### config.mk
export PLATFORM = sky130hd
export DESIGN_NAME = multicycle_ctrl
export DESIGN_NICKNAME = d
export VERILOG_FILES = /design/src/rtl/multicycle_ctrl_pkg.sv /design/src/rtl/mc_decode.sv /design/src/rtl/multicycle_ctrl.sv
export SDC_FILE = /design/constraint.sdc
export NUM_CORES = 1
export LEC_CHECK = 0
export ABC_AREA = 1
export CAP_MARGIN = 20
export CORE_ASPECT_RATIO = 0.9
export CORE_MARGIN = 4
export CORE_UTILIZATION = 32
export CTS_CLUSTER_SIZE = 14
export DETAILED_ROUTE_END_ITERATION = 8
export GPL_TIMING_DRIVEN = 0
export PLACE_DENSITY = 0.75
export SLEW_MARGIN = 25
export SYNTH_ARGS = -nofsm -noshare
export SYNTH_HDL_FRONTEND = slang
export SYNTH_SLANG_ARGS = --single-unit
### constraint.sdc
create_clock -name clk -period 1.1 [get_ports clk]
set_input_delay 0.165 -clock clk [delete_from_list [all_inputs] [get_ports clk]]
set_output_delay 0.165 -clock clk [all_outputs]
set_load 0.005 [all_outputs]
### src/rtl/multicycle_ctrl_pkg.sv
// Shared definitions for the multicycle controller: opcodes, state codes and
// the datapath select encodings driven by the FSM.
package multicycle_ctrl_pkg;

   localparam logic [6:0] OP_R      = 7'b0110011;
   localparam logic [6:0] OP_I      = 7'b0010011;
   localparam logic [6:0] OP_LOAD   = 7'b0000011;
   localparam logic [6:0] OP_STORE  = 7'b0100011;
   localparam logic [6:0] OP_BRANCH = 7'b1100011;
   localparam logic [6:0] OP_JAL    = 7'b1101111;
   localparam logic [6:0] OP_JALR   = 7'b1100111;
   localparam logic [6:0] OP_LUI    = 7'b0110111;
   localparam logic [6:0] OP_AUIPC  = 7'b0010111;

   typedef enum logic [2:0] {
      ST_FETCH  = 3'd0,
      ST_DECODE = 3'd1,
      ST_EXEC   = 3'd2,
      ST_MEM    = 3'd3,
      ST_WB     = 3'd4,
      ST_TRAP   = 3'd5
   } state_e;

   typedef enum logic [1:0] {
      ALU_ADD = 2'b00,
      ALU_I   = 2'b01,
      ALU_R   = 2'b10,
      ALU_B   = 2'b11
   } alu_op_e;

   typedef enum logic [1:0] {
      PC_PLUS4  = 2'b00,
      PC_BRANCH = 2'b01,
      PC_ALU    = 2'b10
   } pc_src_e;

   typedef enum logic [1:0] {
      WB_ALU  = 2'b00,
      WB_MEM  = 2'b01,
      WB_PC4  = 2'b10,
      WB_UIMM = 2'b11
   } wb_sel_e;

   typedef struct packed {
      logic    supported;
      logic    is_branch;
      logic    is_load;
      logic    is_store;
      logic    is_jump;
      alu_op_e alu_op;
      logic    alu_src_b;
      wb_sel_e wb_sel;
   } decode_t;

endpackage

### src/rtl/mc_decode.sv
// Opcode classification for the multicycle controller: instruction class,
// ALU operation/operand select for EXEC and write-back source for WB.
module mc_decode
   import multicycle_ctrl_pkg::*;
(
   input  logic [6:0] opcode,
   output decode_t    dec
);

   always_comb begin
      dec           = '0;
      dec.supported = 1'b1;
      dec.alu_op    = ALU_ADD;
      dec.alu_src_b = 1'b1;
      dec.wb_sel    = WB_ALU;
      case (opcode)
         OP_R: begin
            dec.alu_op    = ALU_R;
            dec.alu_src_b = 1'b0;
         end
         OP_I:     dec.alu_op = ALU_I;
         OP_LOAD: begin
            dec.is_load = 1'b1;
            dec.wb_sel  = WB_MEM;
         end
         OP_STORE: dec.is_store = 1'b1;
         OP_BRANCH: begin
            dec.is_branch = 1'b1;
            dec.alu_op    = ALU_B;
            dec.alu_src_b = 1'b0;
         end
         OP_JAL, OP_JALR: begin
            dec.is_jump = 1'b1;
            dec.wb_sel  = WB_PC4;
         end
         OP_LUI:   dec.wb_sel = WB_UIMM;
         OP_AUIPC: dec.wb_sel = WB_ALU;
         default:  dec.supported = 1'b0;
      endcase
   end

endmodule

### src/rtl/multicycle_ctrl.sv
// Multicycle instruction sequencer. Defining MC_MEMWAIT_TIMEOUT_EN adds an
// 8-bit memory-wait watchdog that traps with a sticky mem_err.
//
//   state  | meaning
//   FETCH  | read instruction at PC, latch IR and PC+4 on mem_ready
//   DECODE | classify opcode, trap if unsupported
//   EXEC   | ALU op; branches retire here, jumps write PC
//   MEM    | data load/store at ALU address until mem_ready
//   WB     | register-file write, retire
//   TRAP   | halted until rst (codes 6/7 also land here)
module multicycle_ctrl
   import multicycle_ctrl_pkg::*;
(
   input  logic       clk,
   input  logic       rst,
   input  logic [6:0] opcode,
   input  logic [2:0] func3,
   input  logic       func7,
   input  logic       branch_taken,
   input  logic       mem_ready,
   output logic       mem_rd,
   output logic       mem_wr,
   output logic       mem_addr_sel,
   output logic       ir_we,
   output logic       pc_we,
   output logic       reg_we,
   output logic [1:0] pc_src,
   output logic [1:0] wb_sel,
   output logic       alu_src_b,
   output logic [1:0] alu_op,
   output logic       instr_done,
   output logic       halted,
   output logic       mem_err,
   output logic [2:0] state
);

   state_e  state_q;
   state_e  state_d;
   decode_t dec;
   logic    timeout_hit;
   logic    unused_funct;

   // func3/func7 only refine the ALU function downstream; sequencing is opcode-driven
   assign unused_funct = ^{func3, func7};

   mc_decode u_decode (
      .opcode (opcode),
      .dec    (dec)
   );

`ifdef MC_MEMWAIT_TIMEOUT_EN
   logic [7:0] wait_cnt;
   logic       mem_err_q;
   logic       req_active;

   assign req_active  = (state_q == ST_FETCH) || (state_q == ST_MEM);
   // the wait that takes the counter to 255 is the one that traps
   assign timeout_hit = req_active && !mem_ready && (wait_cnt == 8'hFE);

   always_ff @(posedge clk) begin
      if (rst) begin
         wait_cnt  <= '0;
         mem_err_q <= 1'b0;
      end else if (req_active) begin
         if (mem_ready) wait_cnt <= '0;
         else           wait_cnt <= wait_cnt + 8'd1;
         if (timeout_hit) mem_err_q <= 1'b1;
      end
   end

   assign mem_err = mem_err_q && !rst;
`else
   assign timeout_hit = 1'b0;
   assign mem_err     = 1'b0;
`endif

   always_ff @(posedge clk) begin
      if (rst) state_q <= ST_FETCH;
      else     state_q <= state_d;
   end

   assign state = rst ? 3'd0 : state_q;

   always_comb begin
      state_d      = state_q;
      mem_rd       = 1'b0;
      mem_wr       = 1'b0;
      mem_addr_sel = 1'b0;
      ir_we        = 1'b0;
      pc_we        = 1'b0;
      reg_we       = 1'b0;
      pc_src       = PC_PLUS4;
      wb_sel       = WB_ALU;
      alu_src_b    = 1'b0;
      alu_op       = ALU_ADD;
      instr_done   = 1'b0;
      halted       = 1'b0;

      case (state_q)
         ST_FETCH: begin
            mem_rd = 1'b1;
            if (mem_ready) begin
               ir_we   = 1'b1;
               pc_we   = 1'b1;
               state_d = ST_DECODE;
            end
         end
         ST_DECODE: state_d = dec.supported ? ST_EXEC : ST_TRAP;
         ST_EXEC: begin
            alu_op    = dec.alu_op;
            alu_src_b = dec.alu_src_b;
            if (dec.is_branch) begin
               pc_we      = branch_taken;
               pc_src     = PC_BRANCH;
               instr_done = 1'b1;
               state_d    = ST_FETCH;
            end else if (dec.is_load || dec.is_store) begin
               state_d = ST_MEM;
            end else if (dec.is_jump) begin
               pc_we   = 1'b1;
               pc_src  = PC_ALU;
               state_d = ST_WB;
            end else begin
               state_d = ST_WB;
            end
         end
         ST_MEM: begin
            mem_addr_sel = 1'b1;
            mem_rd       = dec.is_load;
            mem_wr       = dec.is_store;
            if (mem_ready) begin
               instr_done = dec.is_store;
               state_d    = dec.is_store ? ST_FETCH : ST_WB;
            end
         end
         ST_WB: begin
            reg_we     = 1'b1;
            instr_done = 1'b1;
            wb_sel     = dec.wb_sel;
            state_d    = ST_FETCH;
         end
         ST_TRAP: halted = 1'b1;
         default: state_d = ST_TRAP;
      endcase

      if (timeout_hit) state_d = ST_TRAP;

      // outputs are forced quiet for the whole reset cycle, not just after it
      if (rst) begin
         mem_rd       = 1'b0;
         mem_wr       = 1'b0;
         mem_addr_sel = 1'b0;
         ir_we        = 1'b0;
         pc_we        = 1'b0;
         reg_we       = 1'b0;
         pc_src       = PC_PLUS4;
         wb_sel       = WB_ALU;
         alu_src_b    = 1'b0;
         alu_op       = ALU_ADD;
         instr_done   = 1'b0;
         halted       = 1'b0;
      end
   end

endmodule

==> out/results.tsv, run 1 <==
stage	metric	value	unit
floorplan	ioPinCount	34	
placed_design	io_buffers	27	
detailed_routing	drt_wl_total	3100	um
worst_setup_path	crit_path_end_kind	output port	
worst_setup_path	crit_type	register to output port	
detailed_routing	firstDrtPassIters	4	
cts	cts_tree	built	
synth	synthesis.nets	115	
worst_setup_path	r2r-start	state_q[0]	
final_layout	nets	179	
final_layout	regArea	71.3	um2
worst_setup_path	r2r_slack	-310	ps
synth	syn_area	529	um2
cts	cts_hold_buf	0	
worst_setup_path	cp_cell_sequence	buf_12 > nor2_4 > nand2_2 > inv_2 > nand2_2 > nor2_2 > a211o_1 > buf_2	
worst_hold_path	hold_depth	4	
sta	setup_viol	20	
final_layout	drive_above_1_share	68.7	%
placed_design	dp.cells	149	
final_layout	fin_cells	185	
cts	clockBufferDepth	2	
global_route	grt_pass1_vias	922	
sta	finClkSkew	0.427	ps
synth	syn_area_per_cell	5.29	um2
cts	clockRootBuffer	clkbuf_4	
worst_setup_path	worstPathArrival	1400	ps
cts	cts_num_sinks	3	
placed_design	hpwl	1320	um
synth	yosys_warnings	0	
cts	htreeDepth	1	
cts	clk_pin_slew	30	ps
final_layout	top_regs	state_q x3	
sta	hold_viol	0	
worst_setup_path	cp-start-kind	register	
synth	synth.distinct_cells	21	
detailed_routing	drtIter0Drc	54	
synth	ys_seq_area_share	11.3	%
worst_hold_path	min_to	state_q[1]	
final_layout	largest_reg_flops	3	
job	maxCapViolations	0	
power	leakage	0.652	nW
worst_setup_path	crit_slowest_cell	dfxtp_4	
sta	layout_min_cycle_time	1570	ps
status	status	finished with violations	
cts	clk_latency	230	ps
worst_setup_path	rr_worst_depth	9	
final_layout	fillCellCount	97	
sta	rsz0062_at_grt	true	
detailed_routing	drc	0	
final_layout	top_register	state_q	
final_layout	diodes	0	
floorplan	dieWidth	50.9	um
sta	final.period_utilization	143	%
sta	maxSlewViolCount	0	
final_layout	area_growth_syn_to_layout	131	%
placed_design	gp_congestion	0.810	
floorplan	die_y	46.6	um
sta	whs	445	ps
cts	cts_buffers	3	
global_route	grt.overflow.total	0	
sta	layout_setup_ws	-468	ps
worst_setup_path	path_buf_inv	3	
global_route	antenna_found_initial	0	
floorplan	start_util	35.4	%
status	violations	setup timing	
global_route	grt_usage	22.9	%
power	ir_drop	743	uV
global_route	grt_max_degree	9	
worst_setup_path	cp.required	940	ps
detailed_routing	vias	972	
detailed_routing	wl_per_cell	16.8	um
worst_setup_path	critPathTopFamily	simple AND/OR/NAND/NOR gates	
detailed_routing	viasPerCell	5.25	
sta	final.setup.tns	-6060	ps
floorplan	row_count	13	
worst_hold_path	hp-start	rst	
worst_hold_path	hold_class	input port to register	
worst_setup_path	path_max_fanout	4	
final_layout	multi_input_area	542	um2
worst_setup_path	worstReg2RegEnd	state_q[0]	
sta	fmax	638	MHz
power	powerDensity	598	nW/um2
worst_setup_path	path_common_cell	nand2_2	
global_route	grt_pass1_wl	4080	um
synth	synthCells	100	
floorplan	die-area	2370	um2
power	p_total	0.731	mW
synth	ys_seq_elements	3	
worst_setup_path	crit_path_max_incr_delay	360	ps
floorplan	coreArea	1500	um2
detailed_routing	ant_nets	0	
## cell usage after synthesis, drive strengths merged
cell	number	area, um2
nand3	10	55.1
a211o	1	8.76
a21oi	5	25.0
inv	19	71.3
buf	2	12.5
conb	1	3.75
nand2	27	116
o21ai	5	25.0
nor3	2	21.3
nor2	22	110
dfxtp	3	60.1
o31ai	1	7.51
nand4	2	12.5
## tightest hold or removal path, cell delays in order
cell and delay (ps):
buf_2 190, inv_2 180, nand2_1 70, inv_1 40
## report_power, final
part           internal (mW)  switching, mW  leakage, nW
combinational          0.184          0.217        0.611
clock                  0.136         0.0514       0.0150
sequential             0.119         0.0237       0.0267
## through the flow
stage / util [%] / instance area [um2] / setup slack (ps)
2_1_floorplan: - / 532 / -34.2
3_3_place_gp: 55.4 / 830 / -976
3_5_place_dp: 55.4 / 830 / -981
4_1_cts: 71.6 / 1070 / -474
5_1_grt: 81.7 / 1220 / -537
6_report: 81.7 / 1220 / -468
## placed cells by master, fill, tap and decap left out, types with 2 or more instances in the layout
master / Yosys / final
clkdlybuf4s50_1: 0 / 2
nand2_1: 21 / 14
dlygate4sd2_1: 0 / 2
buf_6: 0 / 11
nand4_1: 2 / 2
dfxtp_4: 0 / 3
buf_2: 1 / 18
nor2_1: 15 / 8
clkbuf_4: 0 / 3
buf_4: 1 / 22
o21ai_0: 2 / 2
a21oi_2: 0 / 2
clkbuf_2: 0 / 3
nand3_1: 9 / 7
clkdlybuf4s15_1: 0 / 2
nor2_2: 5 / 4
o21ai_1: 3 / 2
nor3_4: 1 / 2
nor2_4: 2 / 10
nand3_4: 0 / 2
nand2_2: 6 / 11
inv_1: 9 / 5
nand2_4: 0 / 2
inv_2: 10 / 11
a21oi_1: 5 / 2
inv_4: 0 / 2
## worst max path at each step
stage                     startpoint  endpoint  slack (ps)  cells after the start
final                     state_q[0]     pc_we        -470                      8
after global routing      state_q[0]     pc_we        -540                      8
after CTS                 state_q[1]     pc_we        -470                      7
after detailed placement   opcode[0]    mem_rd        -980                      8
after global placement     opcode[1]    mem_rd        -980                      8
after floorplan           state_q[2]     pc_we         -30                      6
## metal layers
layer  track usage (%)  wire, um
met1              25.9      1150
met2              42.4      1570
met4              7.53        91
met5                 0         0
met3              5.83       292
## kinds of logic after synthesis
kind of cell / Yosys count / synth area share [%]
AND/OR/NAND/NOR: 63 / 59.6
buffers and inverters: 21 / 15.8
other: 1 / 0.709
flip-flops: 3 / 11.3
AO/OA/AOI/OAI: 12 / 12.5
## area by class of cell
cell class	instances	area share [%]
Sequential cell	3	5.83
Clock buffer	4	2.15
Inverter	19	6.86
Buffer	2	1.02
Timing Repair Buffer	59	37.6
Multi-Input combinational cell	76	44.3
Tap cell	22	2.25
## timing repair
action / CTS / global route
buffers inserted: 24 / 9
endpoints found under the setup margin: 21 / 21
gates cloned: 0 / 0
gates resized for setup: 117 / 31
endpoints found under the hold margin: 0 / 0
pin swaps: 24 / 15
No activity file was read; power rests on OpenSTA's default activity.
==> inputs of run 2 (changes only) <==
Settings changed: CORE_UTILIZATION 32 to 35, DONT_BUFFER_PORTS set to 1, GPL_TIMING_DRIVEN 0 to 1, PLACE_DENSITY 0.75 to unset.
==> out/results.tsv, run 2 (synthesis results as in run 1) <==
stage	metric	value	unit	change
worst_setup_path	crit_path_max_incr_delay	350	ps	was 360 ps
sta	whs	139	ps	was 445 ps
worst_setup_path	startpoint	state_q[0]		unchanged
cts	clk_pin_slew	30	ps	about the same
final_layout	fin_cells	138		was 185
status	violations	setup timing		unchanged
detailed_routing	drtIter0Drc	10		was 54
power	p_seq_share	24.8	%	was 19.6%
global_route	grt_usage	16.0	%	was 22.9%
floorplan	dieWidth	49.0	um	was 50.9 um
worst_setup_path	worstPathArrival	1260	ps	was 1400 ps
cts	clockRootBuffer	clkbuf_4		unchanged
placed_design	gp_congestion	0.759		was 0.810
cts	cts_tree	built		unchanged
floorplan	row_count	13		unchanged
final_layout	post-route-cell-area	851	um2	was 1220 um2
final_layout	top_register	state_q		unchanged
final_layout	area_growth_syn_to_layout	60.8	%	was 131%
detailed_routing	drt_wl_total	1710	um	was 3100 um
floorplan	die-area	2200	um2	was 2370 um2
final_layout	layout_common_cells	19 x nand2_1, 15 x buf_4, 11 x inv_2		was 22 x buf_4, 18 x buf_2, 14 x nand2_1
detailed_routing	viasPerCell	5.07		was 5.25
power	pwr-share-clk	35.0	%	was 25.6%
sta	finClkSkew	3.93	ps	was 0.427 ps
sta	setup_viol	19		was 20
placed_design	hpwl	1210	um	was 1320 um
global_route	grt_pass1_vias	671		was 922
detailed_routing	ant_nets	0		unchanged
cts	htreeDepth	1		unchanged
detailed_routing	wl_per_cell	12.4	um	was 16.8 um
worst_setup_path	crit_type	register to output port		unchanged
worst_setup_path	cp-start-kind	register		unchanged
worst_hold_path	hp-start	rst		unchanged
power	leakage	0.423	nW	was 0.652 nW
final_layout	nets	139		was 179
cts	clockBufferDepth	2		unchanged
placed_design	dp.cells	129		was 149
sta	fmax	703	MHz	was 638 MHz
placed_design	io_buffers	0		was 27
floorplan	ioPinCount	34		unchanged
power	combPwrFrac	40.2	%	was 54.8%
worst_hold_path	hold_class	input port to register		unchanged
global_route	grt_pass1_wl	2800	um	was 4080 um
placed_design	dpl_cell_area	658	um2	was 830 um2
cts	cts_buffers	3		unchanged
global_route	antenna_found_initial	0		unchanged
power	powerDensity	648	nW/um2	was 598 nW/um2
detailed_routing	vias	700		was 972
detailed_routing	firstDrtPassIters	3		was 4
global_route	grt.overflow.total	0		unchanged
sta	maxSlewViolCount	0		unchanged
placed_design	place_ws	-92.1	ps	was -981 ps
detailed_routing	drc	0		unchanged
power	p_int	0.348	mW	was 0.439 mW
worst_setup_path	path_max_fanout	5		was 4
sta	rsz0062_at_grt	true		unchanged
worst_setup_path	crit_slowest_cell	dfxtp_4		unchanged
worst_setup_path	cp_cell_sequence	nor3_4 > nand2_2 > nor2_4 > nor2_1 > o21ai_1		was buf_12 > nor2_4 > nand2_2 > inv_2 > nand2_2 > nor2_2 > a211o_1 > buf_2
final_layout	diodes	0		unchanged
sta	final.period_utilization	129	%	was 143%
job	maxCapViolations	0		unchanged
power	ir_drop	332	uV	was 743 uV
worst_setup_path	r2r-start	state_q[0]		unchanged
final_layout	final_common_cell	nand2_1		was buf_4
floorplan	coreArea	1430	um2	was 1500 um2
cts	cts_num_sinks	3		unchanged
sta	final.setup.tns	-3370	ps	was -6060 ps
final_layout	drive_above_1_share	56.9	%	was 68.7%
floorplan	start_util	37.0	%	was 35.4%
final_layout	top_regs	state_q x3		unchanged
status	status	finished with violations		unchanged
power	sw_frac_of_total	36.8	%	was 39.9%
floorplan	die_y	44.9	um	was 46.6 um
global_route	grt_max_degree	9		unchanged
sta	layout_min_cycle_time	1420	ps	was 1570 ps
sta	layout_setup_ws	-322	ps	was -468 ps
cts	clk_latency	230	ps	about the same
power	p_switching	0.202	mW	was 0.292 mW
final_layout	largest_reg_flops	3		unchanged
sta	hold_viol	0		unchanged
worst_setup_path	cp.required	940	ps	about the same
worst_setup_path	crit_path_end_kind	output port		unchanged
## run 2: changes by cell type in the layout (fill, tap and decap cells not counted), moves of 2 or more
cell / delta
nor2_4: -5
clkdlybuf4s15_1: -2
clkbuf_2: -3
dlygate4sd2_1: -2
nand3_2: +2
buf_6: -5
clkdlybuf4s50_1: -2
nor2_2: +4
nand2_4: -2
nand2_1: +5
buf_4: -7
nand2_2: -3
buf_2: -18
## run 2: final cells by class
type / count / area [um2]
multi-input cells: 76 / 475
fillers: 138 / 581
well taps: 15 / 18.8
flip-flops and latches: 3 / 71.3
repair buffers: 21 / 180
inverters: 19 / 78.8
clock buffers: 4 / 26.3
## run 2: metrics by stage
| stage | utilization, % | power [mW] |
|---|---|---|
| 3_5_place_dp | 46.0 | 0.314 |
| 3_3_place_gp | 46.0 | 0.312 |
| 5_1_grt | 59.4 | 0.595 |
| 6_report | 59.4 | 0.551 |
| 4_1_cts | 57.5 | 0.552 |
| 2_1_floorplan | - | 0.264 |
## run 2: final timing paths
kind	slack, ps	endpoint	depth (start not counted)
setup / recovery	-320	instr_done	5
setup reg to reg	-250	state_q[2]	8
hold / removal	140	state_q[1]	3
hold reg to reg	720	state_q[0]	4
## run 2: timing repair
action | in CTS | in global routing
gates resized for setup | 31 | 6
hold buffers | 0 | 0
setup buffers | 3 | 2
pin swaps | 3 | 1
endpoints found under the setup margin | 20 | 20
endpoints found under the hold margin | 0 | 0
## run 2: layer usage
| layer | wire length [um] | GRT usage, % | share of wire (%) |
|---|---|---|---|
| met3 | 134 | 5.28 | 7.8 |
| met2 | 864 | 28.9 | 51 |
| met5 | 0 | 0 | 0 |
| met1 | 689 | 18.1 | 40 |
| met4 | 20 | 4.84 | 1.2 |
## run 2: critical path, delay by kind of cell (launching register included)
family,cells,cell delay [ps]
and+or+nand+nor,4,560
DFF,1,350
AOI/OAI and AO/OA,1,120
## run 2: power by group through the flow
| stage | Clock [mW] | Sequential, mW | Combinational, mW |
|---|---|---|---|
| global placement | 0 | 0.139 | 0.173 |
| CTS | 0.198 | 0.138 | 0.216 |
| floorplan | 0 | 0.138 | 0.126 |
| global route | 0.209 | 0.140 | 0.246 |
| finish | 0.193 | 0.137 | 0.221 |
| detailed placement | 0 | 0.140 | 0.175 |
